<file path="src/rtl/ppg_window_stats.sv">
// Windowed min/max tracker for the RED/IR PPG channels; publishes AC, DC and clip
// flags once per WIN_LEN sample pairs for the SpO2 ratio stage.
module ppg_window_stats #(
  parameter int unsigned WIN_LEN = 100,
  parameter int unsigned CLIP_LO = 5,
  parameter int unsigned CLIP_HI = 250
) (
  input  logic       CLK,
  input  logic       rst_n,
  input  logic       enable,
  input  logic       sample_valid,
  input  logic [7:0] RED_ADC_Value,
  input  logic [7:0] IR_ADC_Value,
  output logic [7:0] RED_AC,
  output logic [7:0] RED_DC,
  output logic [7:0] IR_AC,
  output logic [7:0] IR_DC,
  output logic       RED_clip,
  output logic       IR_clip,
  output logic       win_valid
);

  localparam logic [7:0] WinLenC = 8'(WIN_LEN);
  localparam logic [7:0] ClipLoC = 8'(CLIP_LO);
  localparam logic [7:0] ClipHiC = 8'(CLIP_HI);

  typedef enum logic [1:0] {StIdle, StAccum, StPublish} state_e;

  state_e     state_q, state_d;
  logic [7:0] cnt_q, cnt_d;
  logic [7:0] red_min_q, red_min_d, red_max_q, red_max_d;
  logic [7:0] ir_min_q, ir_min_d, ir_max_q, ir_max_d;
  logic       red_clip_acc_q, red_clip_acc_d, ir_clip_acc_q, ir_clip_acc_d;
  logic [7:0] red_ac_q, red_ac_d, red_dc_q, red_dc_d;
  logic [7:0] ir_ac_q, ir_ac_d, ir_dc_q, ir_dc_d;
  logic       red_clip_q, red_clip_d, ir_clip_q, ir_clip_d;
  logic       win_valid_q, win_valid_d;

  logic       red_s_clip, ir_s_clip;
  logic [8:0] red_sum, ir_sum;

  assign red_s_clip = (RED_ADC_Value < ClipLoC) || (RED_ADC_Value > ClipHiC);
  assign ir_s_clip  = (IR_ADC_Value < ClipLoC) || (IR_ADC_Value > ClipHiC);
  assign red_sum    = {1'b0, red_max_q} + {1'b0, red_min_q};
  assign ir_sum     = {1'b0, ir_max_q} + {1'b0, ir_min_q};

  always_comb begin
    state_d        = state_q;
    cnt_d          = cnt_q;
    red_min_d      = red_min_q;
    red_max_d      = red_max_q;
    ir_min_d       = ir_min_q;
    ir_max_d       = ir_max_q;
    red_clip_acc_d = red_clip_acc_q;
    ir_clip_acc_d  = ir_clip_acc_q;
    red_ac_d       = red_ac_q;
    red_dc_d       = red_dc_q;
    ir_ac_d        = ir_ac_q;
    ir_dc_d        = ir_dc_q;
    red_clip_d     = red_clip_q;
    ir_clip_d      = ir_clip_q;
    win_valid_d    = 1'b0;

    case (state_q)
      StIdle: begin
        if (enable) state_d = StAccum;
      end
      StAccum: begin
        if (!enable) begin
          // Partial window is discarded
          state_d        = StIdle;
          cnt_d          = 8'd0;
          red_min_d      = 8'hff;
          red_max_d      = 8'h00;
          ir_min_d       = 8'hff;
          ir_max_d       = 8'h00;
          red_clip_acc_d = 1'b0;
          ir_clip_acc_d  = 1'b0;
        end else if (sample_valid) begin
          if (RED_ADC_Value < red_min_q) red_min_d = RED_ADC_Value;
          if (RED_ADC_Value > red_max_q) red_max_d = RED_ADC_Value;
          if (IR_ADC_Value < ir_min_q)   ir_min_d  = IR_ADC_Value;
          if (IR_ADC_Value > ir_max_q)   ir_max_d  = IR_ADC_Value;
          red_clip_acc_d = red_clip_acc_q | red_s_clip;
          ir_clip_acc_d  = ir_clip_acc_q | ir_s_clip;
          cnt_d          = cnt_q + 8'd1;
          if (cnt_q + 8'd1 == WinLenC) state_d = StPublish;
        end
      end
      StPublish: begin
        red_ac_d       = red_max_q - red_min_q;
        red_dc_d       = red_sum[8:1];
        ir_ac_d        = ir_max_q - ir_min_q;
        ir_dc_d        = ir_sum[8:1];
        red_clip_d     = red_clip_acc_q;
        ir_clip_d      = ir_clip_acc_q;
        win_valid_d    = 1'b1;
        cnt_d          = 8'd0;
        red_min_d      = 8'hff;
        red_max_d      = 8'h00;
        ir_min_d       = 8'hff;
        ir_max_d       = 8'h00;
        red_clip_acc_d = 1'b0;
        ir_clip_acc_d  = 1'b0;
        if (!enable) begin
          state_d = StIdle;
        end else begin
          state_d = StAccum;
          // A sample arriving now opens the next window
          if (sample_valid) begin
            cnt_d          = 8'd1;
            red_min_d      = RED_ADC_Value;
            red_max_d      = RED_ADC_Value;
            ir_min_d       = IR_ADC_Value;
            ir_max_d       = IR_ADC_Value;
            red_clip_acc_d = red_s_clip;
            ir_clip_acc_d  = ir_s_clip;
          end
        end
      end
      default: state_d = StIdle;
    endcase
  end

  always_ff @(posedge CLK or negedge rst_n) begin
    if (!rst_n) begin
      state_q        <= StIdle;
      cnt_q          <= 8'd0;
      red_min_q      <= 8'hff;
      red_max_q      <= 8'h00;
      ir_min_q       <= 8'hff;
      ir_max_q       <= 8'h00;
      red_clip_acc_q <= 1'b0;
      ir_clip_acc_q  <= 1'b0;
      red_ac_q       <= 8'd0;
      red_dc_q       <= 8'd0;
      ir_ac_q        <= 8'd0;
      ir_dc_q        <= 8'd0;
      red_clip_q     <= 1'b0;
      ir_clip_q      <= 1'b0;
      win_valid_q    <= 1'b0;
    end else begin
      state_q        <= state_d;
      cnt_q          <= cnt_d;
      red_min_q      <= red_min_d;
      red_max_q      <= red_max_d;
      ir_min_q       <= ir_min_d;
      ir_max_q       <= ir_max_d;
      red_clip_acc_q <= red_clip_acc_d;
      ir_clip_acc_q  <= ir_clip_acc_d;
      red_ac_q       <= red_ac_d;
      red_dc_q       <= red_dc_d;
      ir_ac_q        <= ir_ac_d;
      ir_dc_q        <= ir_dc_d;
      red_clip_q     <= red_clip_d;
      ir_clip_q      <= ir_clip_d;
      win_valid_q    <= win_valid_d;
    end
  end

  assign RED_AC    = red_ac_q;
  assign RED_DC    = red_dc_q;
  assign IR_AC     = ir_ac_q;
  assign IR_DC     = ir_dc_q;
  assign RED_clip  = red_clip_q;
  assign IR_clip   = ir_clip_q;
  assign win_valid = win_valid_q;

endmodule

</file>
<file path="config.mk">
export PLATFORM = sky130hd
export DESIGN_NAME = ppg_window_stats
export DESIGN_NICKNAME = d
export VERILOG_FILES = /design/src/rtl/ppg_window_stats.sv
export SDC_FILE = /design/constraint.sdc
export NUM_CORES = 1
export LEC_CHECK = 0
export BUFFER_PORTS_ARGS = -buffer_cell sky130_fd_sc_hd__buf_2
export CAP_MARGIN = 20
export CORE_MARGIN = 2
export CORE_UTILIZATION = 40
export CTS_CLUSTER_SIZE = 40
export DETAILED_ROUTE_END_ITERATION = 8
export HOLD_SLACK_MARGIN = 0.12
export PLACE_DENSITY = 0.63
export SLEW_MARGIN = 15
export SYNTH_ARGS = -nofsm -noshare
export SYNTH_HDL_FRONTEND = slang
export SYNTH_SLANG_ARGS = --single-unit
</file>
<file path="constraint.sdc">
create_clock -name CLK -period 2 [get_ports CLK]
set_input_delay 0.3 -clock CLK [delete_from_list [all_inputs] [get_ports CLK]]
set_output_delay 0.3 -clock CLK [all_outputs]
set_load 0.02 [all_outputs]
</file>
==> impl_metrics.csv <==
group,metric,value,unit
run_status,violations,"setup timing",
placed_design,port_buffers,54,
placed_design,place.gp.congestion,0.888,
synthesis,synth_fa_ha_area_share,15.8,%
setup_path,crit_chain,"inv_4, ha_4, nor2b_4, o211ai_1, a311oi_2, or3_1, a31oi_1",
detailed_routing,post_drt_wl_per_cell,16.7,microns
power,power_frac_seq,34.1,%
sta,fin_crit_sh,100,%
power,max-vdd-ir-drop,0.392,mV
clock_network,htree_levels,3,
finish,final_util,54.6,%
power,switchingPower,1.60,mW
sta,finClkSkew,0.00976,ns
detailed_routing,route.detailed.vias_per_inst,5.44,
global_routing,grt_pass1_wl,23.4,mm
power,powerDensity,731,nW/um^2
power,power_leakage,3.25,nW
setup_path,start_kind,"register",
sta,setup_viol,2,
detailed_routing,routed_wl,14.4,mm
floorplan,die_area,14300,sq um
synthesis,yosysUniqueCellTypes,56,
synthesis,syn_avg_cell_area,9.49,sq um
synthesis,ys.flop_type,"dfrtp_1",
finish,final_cell_mix,"69 x buf_4, 61 x dfrtp_1, 53 x buf_2, 52 x nand2_1, 39 x ha_1",
clock_network,insertion_delay,0.34,ns
floorplan,rows,42,
synthesis,synthCells,563,
sta,period_needed,2.01,ns
floorplan,die_height,120,microns
power,switching_share,30.6,%
floorplan,pin_count,55,
setup_path,startpoint,"red_min_q[1]$_DFFE_PN1P_",
detailed_routing,ant_nets,0,
setup_path,critical-path-max-stage-delay,0.55,ns
detailed_routing,drt_iter0_markers,302,
detailed_routing,route.detailed.drc,0,
sta,slew_headroom,71.1,%
synthesis,synth_top_family_by_area,"compound AO/OA/AOI/OAI gates",
setup_path,crit_type,"register to register",
synthesis,syn_nets,648,
min_path,worstHoldStart,"RED_ADC_Value[0]",
synthesis,yosysWarnings,0,
synthesis,synth.area.mux_share,0.937,%
run_status,status,"finished, violations left",
synthesis,synthSimpleGateAreaFrac,16.5,%
clock_network,tritoncts,"built",
global_routing,antenna_found_initial,0,
sta,finalHoldViolCount,0,
global_routing,grt.overflow.total,0,
floorplan,fp.dieW,120,microns
detailed_routing,routed-via-count,4689,
clock_network,cts_buffer_depth,2,
global_routing,grt_pass1_vias,4672,
synthesis,synthXorXnorAreaFrac,1.97,%
sta,worst_slew_pin_slew,0.430,ns
min_path,min_path_type,"input pin to register",
synthesis,synth_compound_area_share,21.7,%
finish,diodes,0,
sta,setup_slack,-0.00805,ns
run,drv_cap,0,
clock_network,cts_made_buffers,9,
global_routing,grt_max_degree,51,
global_routing,grt_usage,20.3,%
detailed_routing,dr.pass1.iters,4,
synthesis,ys_seq_area_share,37.4,%
setup_path,cp_data_required_time,2.26,ns
synthesis,synth_seq_cells,79,
setup_path,critPathBufInv,1,
setup_path,cp_top_family,"compound AO/OA/AOI/OAI gates",
clock_network,clock-root-buffer,"clkbuf_16",
floorplan,core_area,13100,sq um
power,internal-power,3.64,mW
synthesis,async_flop_share,100,%
setup_path,worstSetupEndpointType,"register",
setup_path,cp_max_fo,3,
finish,area_growth_syn_to_layout,34.3,%
power,p_clk_share,34.5,%
sta,fmax,498,MHz
clock_network,cts_sinks,79,
sta,slew_viol_final,0,
synthesis,syn-cell-area,5340,sq um
clock_network,clkTransAtPathRegs,0.06,ns
setup_path,arrival,2.27,ns
finish,layout_commonest_cell,"buf_4",
sta,rsz0062_at_grt,"yes",
floorplan,initial_utilization,40.6,%
finish,fin_nets,766,
placed_design,dp_hpwl,10.5,mm
sta,holdWs,0.284,ns
finish,drive_gt1_share,36.3,%
setup_path,slowest_stage,"dfstp_2",
setup_path,crit-reg2reg-launch,"red_min_q[1]$_DFFE_PN1P_",
power,pwr-share-comb,31.4,%
synthesis,synth_edf_count,0,
## timing repair
| action | in CTS | in global routing |
|---|---|---|
| setup endpoints to repair | 34 | 49 |
| gates resized for setup | 31 | 70 |
| hold endpoints to repair | 26 | 0 |
| pin swaps | 15 | 26 |
| setup buffers | 4 | 6 |
| cloned | 0 | 0 |
| hold buffers | 1 | 0 |
## synth_stat cells, types with 6 or more instances
cell type	instances	area share [%]
dfrtp_1	63	30
ha_1	61	14
nand2_1	53	3.7
inv_1	48	3.4
o21ai_0	43	4.0
nor2_1	21	1.5
nor3_1	19	1.8
a21oi_1	18	1.7
a22o_1	16	2.6
dfstp_2	16	7.9
o22a_1	16	2.6
nor2b_1	12	1.4
nand2b_1	11	1.3
nand3_1	11	1.0
or3_1	11	1.3
clkbuf_1	9	0.63
o31ai_1	9	1.3
and3_1	8	0.94
buf_2	8	0.75
nand4_1	8	0.94
a31oi_1	6	0.70
o211ai_1	6	0.84
xnor2_1	6	0.98
xor2_1	6	0.98
## registers in the layout (all words and copies together) (netlist names), 8 cells and up
name	count
red_min_q	8
red_max_q	8
ir_min_q	8
RED_AC	8
RED_DC	8
cnt_q	8
ir_max_q	8
IR_AC	8
IR_DC	8
## layout make-up
| cell class | instances | area [sq um] |
|---|---|---|
| sequential | 79 | 2000 |
| multi-input combinational | 411 | 3540 |
| clock inverter | 5 | 81.3 |
| tap | 176 | 220 |
| clock buffer | 11 | 243 |
| inverter | 50 | 196 |
| timing repair buffer | 130 | 890 |
| fill | 1140 | 5970 |
## power by group through the flow
stage,Sequential [mW],Combinational (mW),Clock (mW)
after CTS,1.78,1.45,1.84
after global placement,1.80,1.33,0
after global routing,1.80,1.80,1.90
after detailed placement,1.80,1.36,0
after floorplan,1.79,0.830,0
final,1.79,1.64,1.81
## metrics by stage
stage / power (mW) / setup WS, ns / instances / TNS [ns] / instance area, sq um
CTS: 5.06 / -0.00663 / 856 / -0.00777 / 6810
finish: 5.24 / -0.00805 / 862 / -0.0113 / 7170
global route: 5.49 / -0.0935 / 862 / -0.708 / 7170
floorplan: 2.62 / -0.00552 / 563 / -0.00552 / 5420
global placement: 3.12 / -0.0970 / 837 / -1.42 / 6320
detailed placement: 3.16 / -0.112 / 837 / -2.26 / 6320
## worst register-to-register path: stages (launching register included)
cell	delay (ns)
dfstp_2	0.55
inv_4	0.06
ha_4	0.21
nor2b_4	0.13
o211ai_1	0.28
a311oi_2	0.18
or3_1	0.37
a31oi_1	0.16
## logic make-up after synthesis
| group | count (synthesis) |
|---|---|
| and+or+nand+nor | 172 |
| buffers and inverters | 73 |
| AOI/OAI and AO/OA | 157 |
| adders and majority gates | 65 |
| DFF | 79 |
| xor gates and xnor gates | 12 |
| muxes | 5 |
## routing by layer
metal	vias up	GRT usage (%)	wire, microns
met1	2266	28.6	6750
met3	21	2.80	615
met2	118	32.0	6710
met5	-	0	0
met4	0	7.35	306
li1	2284	-	-
## worst paths after layout
path / to / slack, ns / cells after the start
worst max-delay path: RED_AC[7]$_DFFE_PN0P_ / -0.008 / 7
worst min-delay path: red_max_q[0]$_DFFE_PN0P_ / 0.28 / 2
worst max register to register: RED_AC[7]$_DFFE_PN0P_ / -0.008 / 7
worst min register to register: RED_DC[2]$_DFFE_PN0P_ / 0.47 / 2
max in group asynchronous: red_min_q[2]$_DFFE_PN1P_ / 0.90 / 3
min in group asynchronous: ir_max_q[3]$_DFFE_PN0P_ / 0.44 / 2
Note: power is estimated with default switching activity, not from simulation.
